===== src/rtl/packet_buffer_read_arbiter.sv =====
// Round-robin drain of per-lane packet FIFOs onto one AXI4-Stream master, whole packets only.
// First beat one cycle after grant, one IDLE bubble between packets; m_tready_i passes straight to the granted lane.
module packet_buffer_read_arbiter #(
    parameter int NUM_LANES      = 8,
    parameter int DATA_WIDTH     = 8,
    parameter int LEN_WIDTH      = 11,
    parameter int LANE_IDX_WIDTH = $clog2(NUM_LANES)
) (
    input  logic                      clk_i,
    input  logic                      rst_i,
    input  logic [DATA_WIDTH-1:0]     lane_tdata_i     [NUM_LANES],
    input  logic [NUM_LANES-1:0]      lane_tvalid_i,
    output logic [NUM_LANES-1:0]      lane_tready_o,
    input  logic [NUM_LANES-1:0]      lane_pkt_avail_i,
    input  logic [LEN_WIDTH-1:0]      lane_pkt_len_i   [NUM_LANES],
    output logic [NUM_LANES-1:0]      lane_pkt_pop_o,
    output logic [DATA_WIDTH-1:0]     m_tdata_o,
    output logic                      m_tvalid_o,
    output logic                      m_tlast_o,
    input  logic                      m_tready_i,
    output logic [LANE_IDX_WIDTH-1:0] m_lane_o,
    output logic                      busy_o,
    output logic                      len_err_o
);

    typedef enum logic {ST_IDLE, ST_XFER} state_t;

    state_t                    state_q, state_d;
    logic [LANE_IDX_WIDTH-1:0] grant_q, grant_d;
    logic [LEN_WIDTH-1:0]      remain_q, remain_d;
    logic [LANE_IDX_WIDTH-1:0] rr_ptr_q, rr_ptr_d;

    logic                      win_found;
    logic [LANE_IDX_WIDTH-1:0] win_idx;
    logic [LANE_IDX_WIDTH-1:0] cand;
    logic                      beat;

    // Search wraps for free because NUM_LANES is a power of two.
    always_comb begin
        win_found = 1'b0;
        win_idx   = '0;
        cand      = '0;
        for (int i = 0; i < NUM_LANES; i++) begin
            cand = rr_ptr_q + LANE_IDX_WIDTH'(i);
            if (!win_found && lane_pkt_avail_i[cand]) begin
                win_found = 1'b1;
                win_idx   = cand;
            end
        end
    end

    // Datapath is gated during reset so an abandoned packet consumes nothing further.
    always_comb begin
        m_tdata_o     = '0;
        m_tvalid_o    = 1'b0;
        m_tlast_o     = 1'b0;
        lane_tready_o = '0;
        beat          = 1'b0;
        if (state_q == ST_XFER && !rst_i) begin
            m_tdata_o              = lane_tdata_i[grant_q];
            m_tvalid_o             = lane_tvalid_i[grant_q];
            m_tlast_o              = (remain_q == LEN_WIDTH'(1));
            lane_tready_o[grant_q] = m_tready_i;
            beat                   = lane_tvalid_i[grant_q] && m_tready_i;
        end
    end

    always_comb begin
        state_d        = state_q;
        grant_d        = grant_q;
        remain_d       = remain_q;
        rr_ptr_d       = rr_ptr_q;
        lane_pkt_pop_o = '0;
        len_err_o      = 1'b0;
        case (state_q)
            ST_IDLE: begin
                if (win_found) begin
                    grant_d  = win_idx;
                    remain_d = lane_pkt_len_i[win_idx];
                    rr_ptr_d = win_idx + LANE_IDX_WIDTH'(1);
                    if (lane_pkt_len_i[win_idx] == '0) begin
                        lane_pkt_pop_o[win_idx] = !rst_i;
                        len_err_o               = !rst_i;
                    end else begin
                        state_d = ST_XFER;
                    end
                end
            end
            ST_XFER: begin
                if (beat) begin
                    remain_d = remain_q - LEN_WIDTH'(1);
                    if (remain_q == LEN_WIDTH'(1)) begin
                        lane_pkt_pop_o[grant_q] = 1'b1;
                        state_d                 = ST_IDLE;
                    end
                end
            end
            default: state_d = ST_IDLE;
        endcase
    end

    always_ff @(posedge clk_i) begin
        if (rst_i) begin
            state_q  <= ST_IDLE;
            grant_q  <= '0;
            remain_q <= '0;
            rr_ptr_q <= '0;
        end else begin
            state_q  <= state_d;
            grant_q  <= grant_d;
            remain_q <= remain_d;
            rr_ptr_q <= rr_ptr_d;
        end
    end

    assign m_lane_o = grant_q;
    assign busy_o   = (state_q == ST_XFER);

endmodule


===== config.mk =====
export PLATFORM = sky130hd
export DESIGN_NAME = packet_buffer_read_arbiter
export DESIGN_NICKNAME = d
export VERILOG_FILES = /design/src/rtl/packet_buffer_read_arbiter.sv
export SDC_FILE = /design/constraint.sdc
export NUM_CORES = 1
export LEC_CHECK = 0
export ABC_AREA = 1
export CAP_MARGIN = 25
export CORE_MARGIN = 5
export CORE_UTILIZATION = 35
export CTS_CLUSTER_DIAMETER = 80
export CTS_CLUSTER_SIZE = 10
export DETAILED_ROUTE_END_ITERATION = 16
export PLACE_DENSITY = 0.78
export RECOVER_POWER = 50
export SETUP_SLACK_MARGIN = 0.3
export SYNTH_ARGS = -nofsm -noshare
export SYNTH_HDL_FRONTEND = slang
export SYNTH_SLANG_ARGS = --single-unit

===== constraint.sdc =====
create_clock -name clk_i -period 3.8 [get_ports clk_i]
set_input_delay 0.76 -clock clk_i [delete_from_list [all_inputs] [get_ports clk_i]]
set_output_delay 0.76 -clock clk_i [all_outputs]
set_load 0.01 [all_outputs]

After elaboration in Yosys (flattened, before gate mapping)
Index checks and enable logic that the tools add are counted.
Widths: inputs -> output; s select.
{"block": "totals", "ff_bits": 18, "out_inout_bits": 31, "wordCells": 122, "in_bits": 171}
{"block": "op_classes", "n_addsub": 9, "reduce_logical": 22, "bitwise_logic": 5, "n_lt_le_gt_ge": 14, "muxes": 65, "eq_ne": 3}
{"op": "$mux 8", "count": 8}
{"op": "$mux 11", "count": 4}
{"op": "$lt 3x4->1 const B", "count": 10}
{"op": "$bmux 11 s3", "count": 1}
{"op": "$mux 1", "count": 29}
{"op": "$bmux 1 s3", "count": 9}
{"op": "$bmux 8 s3", "count": 1}
{"op": "$mux 3", "count": 8}
{"op": "$pmux 11 s2", "count": 1}
{"op": "$and 8x8->8", "count": 2}
{"op": "$pmux 8 s2", "count": 1}
{"op": "$add 3x3->3 const B", "count": 4}
{"op": "$eq 11x1->1 const B", "count": 1}
{"op": "$logic_and 1x1->1", "count": 11}
{"op": "$logic_not 11->1", "count": 1}
{"op": "$sub 11x1->11 const B", "count": 1}
{"op": "$ge 4x4->1 const B", "count": 2}
{"op": "$logic_not 1->1", "count": 8}
{"op": "$not 3->4", "count": 2}
{"op": "$add 3x1->3 const B", "count": 2}
{"op": "$add 3x2->3 const B", "count": 2}
{"op": "$demux 1 s3", "count": 2}
{"op": "$ge 3x1->1 const B", "count": 2}
{"op": "$reduce_and 2->1", "count": 2}
{"op": "4 further kinds", "count": 4}

Longest topological paths before layout
{"block": "depth", "word_depth": 32, "depth_mapped": 28, "depth_no_buf": 26}

Worst setup path before layout
No wires, ideal clock.
{"block": "synth_path", "path_type": "register to output", "start": "reg rr_ptr_q[1]", "end": "out lane_pkt_pop_o[0]", "arrival_ps": 3119, "setup_slack_ps": -79, "stages_incl_launch_ff": 27, "path_cell_list": "dfxtp_1 -> buf_4 -> inv_2 -> ha_1 -> inv_2 -> nand3_1 -> nand3_2 -> nand2_4 -> nor2_8 -> nand4_4 -> nor2_4 -> nand2_1 -> nand3b_2 -> nand2_4 -> buf_6 -> buf_6 -> nand2_1 -> nand2_1 -> nand2_1 -> nand2_1 -> nor2_1 -> nand2_1 -> nor2_1 -> nand2_1 -> nor2_4 -> nand3_1 -> nand2_1"}
{"block": "synth_between", "elab_chain_len": 32, "word_cells_on_any_way": 67}
{"element": "start: declaration", "line": "31", "text": "logic [LANE_IDX_WIDTH-1:0] rr_ptr_q, rr_ptr_d;"}
{"element": "start signal: assignment", "line": "112", "text": "rr_ptr_q <= rr_ptr_d;"}
{"element": "parallel branches: the longest is 30 deep, another holds $add 3x1->3"}
{"element": "$mux 8 *", "line": "77", "text": "if (win_found) begin"}
{"element": "$pmux 8 s2 *", "line": "75", "text": "case (state_q)"}
{"element": "end: declaration", "line": "16", "text": "output logic [NUM_LANES-1:0] lane_pkt_pop_o,"}
Mark *: on every way between the ends. The select of a mux whose other input is x is not followed.

Worst setup path in the final report
{"block": "layout_path", "start": "in lane_pkt_avail_i[2]", "end": "out lane_pkt_pop_o[0]"}
{"block": "layout_between", "elab_chain_len": 32, "word_cells_on_any_way": 60}
{"element": "start: declaration", "line": "14", "text": "input logic [NUM_LANES-1:0] lane_pkt_avail_i,"}
{"element": "$bmux 1 s3", "line": "45", "text": "if (!win_found && lane_pkt_avail_i[cand]) begin"}
{"element": "$mux 1 (not written as such)", "line": "45"}
{"element": "$mux 1", "line": "45"}
{"element": "$logic_not 1->1", "line": "45"}
{"element": "$logic_and 1x1->1", "line": "45"}
{"element": "$mux 1", "line": "45"}
{"element": "$logic_not 1->1", "line": "45"}
{"element": "$logic_and 1x1->1", "line": "45"}
{"element": "(+16 left out)"}
{"element": "net win_idx[1]", "line": "34", "text": "logic [LANE_IDX_WIDTH-1:0] win_idx;"}
{"element": "$lt 3x4->1 (not written as such) (tied with other cells)", "line": "82", "text": "lane_pkt_pop_o[win_idx] = !rst_i;"}
{"element": "$logic_and 1x1->1 (not written as such) / $bmux 11 s3 (equally long branches)", "line": "82, 81"}
{"element": "$mux 1 (not written as such) / $mux 11 (equally long branches)", "line": "82, 81"}
{"element": "$demux 1 s3 / $mux 11 (equally long branches)", "line": "82, 81"}
{"element": "$and 8x8->8 (no line) / $logic_not 11->1 (equally long branches)"}
{"element": "$mux 8 *", "line": "81", "text": "if (lane_pkt_len_i[win_idx] == '0) begin"}
{"element": "$mux 8 *", "line": "77"}
{"element": "$pmux 8 s2 *", "line": "75"}
The timed path passes the listed nets; every way through them passes the cells marked *. The select of a mux whose other input is x is not followed.

==> metrics.md <==
| Metric | Value |
|---|---|
| CTS sink cnt | 18 |
| GRT met2 Usage | 49.2% |
| Leakage Power | around 0.003 uW |
| TritonRoute pass-1 iters | 5 |
| Worst Slack Setup Final | -0.606 ns |
| TritonCTS buffer count | 3 |
| Core area | just over 9000 sq um |
| Worst Hold Class | reg -> reg |
| Area Overhead vs Synth | 102% |
| Clock skew | 0.00640 ns |
| Worst R2R Start | rr_ptr_q[0] |
| GRT met1 Usage | between 30 and 40% |
| Busiest grt layer | met2 |
| Post-Route WL | around 17 mm |
| Async set-reset flop share out of synthesis | 0% |
| Slew HR | between 70% and 80% |
| Die width | 108 microns |
| RSZ-0062 raised after global routing | true |
| Startpoint types | input port |
| DR WL/cell | 16.1 microns |
| Final hold violation count | 0 |
| Critical path arrival | 3.65 ns |
| Setup violations, final | 9 |
| Worst Path Required | just over 3 ns |
| Worst hold endpoint | remain_q[1] |
| ANT cells | 0 |
| Syn Nets | 804 |
| Post-Synthesis Cells | between 600 and 700 |
| Dpl hpwl | 13.0 mm |
| Layout Nets | ~1100 |
| Residual DRC | 0 |
| Met3 usage | approximately 4.0% |
| Pins Over Slew Limit | 0 |
| Min Hold Slack | slightly above 0.5 ns |
| Die Y | between 100 and 150 microns |
| Initial antenna violation count | 0 |
| Worst r2r dst | busy_o |
| # rows | 35 |
| Fin crit period | 4.41 ns |
| Slew @ Worst Pin | 0.348 ns |
| Fin util | 72.9% |
| ANT nets after route | 0 |
| Total Power | 7850 uW |
| Hold Buf Count CTS | 0 |
| Netlist cell types | 44 |
| Failing checks | setup timing |
| Clk_lat worst skew | between 0.2 and 0.3 ns |
| Worst r2r path cells | 25 |
| Hold path cells | 2 |
| Top FF cell, synth | dfxtp_1 |
| GRT overflow | 0 |
| Most common cell after layout, fill and taps aside | nand2_1 |
| Longest Clk Path Bufs | 2 |
| Post-synthesis sequential area ratio | 10.7% |
| Vias in the first global route | ~5300 |
| Largest net degree at the start of global routing | 21 |
| Worst-path clk slew | about 0.070 ns |
| Routability Congestion | just over 0.9 |
| CTS tree | yes |
| IO Port Bufs | 201 |
| First-pass GRT wire length | 25.3 mm |
| Clock Root Buffer | clkbuf_8 |
| Tcrit/Tclk final | 116% |
| Setup crit end kind | output port |
| Pwr/cell area | 1160 nW/um^2 |
| Post-synth EDFFs | 0 |
| Vias | 5307 |
| Max Fclk | between 0.2 and 0.25 GHz |
| Worst hold start | remain_q[1] |
| R2r setup slk | around 0.44 ns |
| Most frequent cells in the layout | nand2_1 (232), clkdlybuf4s50_1 (180), buf_4 (82) |
| Seq cells post-synth | 18 |
| Total Die Area | ~12000 sq um |
| Overall routing resource usage | between 20% and 30% |
| Fillers | between 700 and 800 |
| Max-cap check violation count | 0 |
| Synth warn | 0 |
| Status | finished with violations |
| Starting DRC count in detailed routing | ~330 |
| WS Path Type | in -> out |
| VDD IR-drop max | between 0.0007 and 0.0008 V |
| Htree depth | 1 |
| Mean Syn Cell Area | between 5 and 6 sq um |
| Vias per std cell | 5.13 |
| Layout cells sized above 1 | 26.9% |
| Mapped Area | between 3000 and 4000 sq um |
| Crit-path max FO | 5 |
| Boundary Pins | 202 |
| Initial Utilization | a little over a third |
| Setup TNS | -5.22 ns |
synth_stat cells, drive strengths merged (7+ instances only):
master	instances	share of area, %
inv	40	4.5
nor3	9	1.3
a22oi	12	2.7
nand2	279	32
clkbuf	10	1.1
a221oi	10	2.6
xnor2	8	2.5
nor2	58	7.9
dfxtp	18	11
a22o	7	1.8
a21oi	27	4.1
nand3	62	11
o21ai	34	5.3
buf	15	2.9
stage by stage:
stage / cells / setup WS, ns / area (sq um)
after CTS: 1022 / -0.487 / 6470
final: 1034 / -0.606 / 6770
after detailed placement: 999 / -1.28 / 6040
after global routing: 1034 / -0.797 / 6770
after global placement: 999 / -1.17 / 6040
after floorplan: 628 / 0.0619 / 3490
critical path, stage by stage:
cell and delay [ns]:
clkdlybuf4s15_2 0.20, nand2_2 0.10, nand3_4 0.08, nand3_4 0.10, nand2_4 0.08, nor2_8 0.13
nand4_4 0.13, nor2_4 0.21, nand3_4 0.13, buf_12 0.17, nand2_8 0.06, nor2_4 0.04
nor2_4 0.16, nor2_4 0.06, buf_6 0.14, buf_6 0.12, nand2_2 0.04, nand4_1 0.17
nor2_2 0.15, nand2_2 0.08, nor2_4 0.13, buf_12 0.13, nand3_1 0.09, nand2_2 0.07
buf_6 0.10
repair_timing:
item | 4_1_cts | 5_1_grt
endpoints found under the setup margin | 11 | 12
gates resized for setup | 128 | 59
setup buffers | 17 | 12
pin swaps | 50 | 55
cloned | 3 | 0
cell families (layout without fill, tap and decap cells):
logic type               Yosys count  after routing  share of synthesized area (%)
AND/OR/NAND/NOR                  420            420                           54.8
AO/OA/AOI/OAI                    102            102                           19.5
XOR/XNOR                          12             12                           3.80
flip-flops                        18             18                           10.7
adder cells (fa/ha/maj)            5              5                           1.86
buffers and inverters             71            348                           9.21
how the worst max path moves through the flow:
stage | end | start | depth (start not counted) | slack (ns)
final | lane_pkt_pop_o[0] | lane_pkt_avail_i[2] | 25 | -0.61
after global routing | lane_pkt_pop_o[0] | lane_pkt_avail_i[2] | 25 | -0.80
after CTS | lane_pkt_pop_o[2] | rr_ptr_q[1] | 27 | -0.49
after detailed placement | lane_pkt_pop_o[6] | lane_pkt_avail_i[5] | 23 | -1.28
after global placement | lane_pkt_pop_o[6] | lane_pkt_avail_i[1] | 25 | -1.17
after floorplan | lane_pkt_pop_o[0] | rr_ptr_q[1] | 24 | 0.06
registers in the layout (all words and copies together) (netlist names):
name,flops
busy_o,1
m_lane_o,3
remain_q,11
rr_ptr_q,3
routing by layer:
metal,up-vias,wire length [microns]
li1,2634,-
met3,38,924
met4,0,476
met2,199,8770
met5,-,0
met1,2436,6490
layout make-up:
class                           count  area [sq um]  share of cell area (%)
Multi-Input combinational cell    539          3200                    47.3
Timing Repair Buffer              299          2810                    41.5
Sequential cell                    18           365                    5.40
Inverter                           46           189                    2.79
Tap cell                          129           161                    2.38
Clock buffer                        3          41.3                   0.610
power breakdown:
| group | internal (uW) | switching (uW) | total [uW] |
|---|---|---|---|
| Combinational | 3300 | 4070 | 7370 |
| Clock | 70.6 | 67.0 | 138 |
| Sequential | 269 | 75.4 | 344 |
| Total | 3640 | 4210 | 7850 |
No activity file was read; power rests on OpenSTA's default activity.
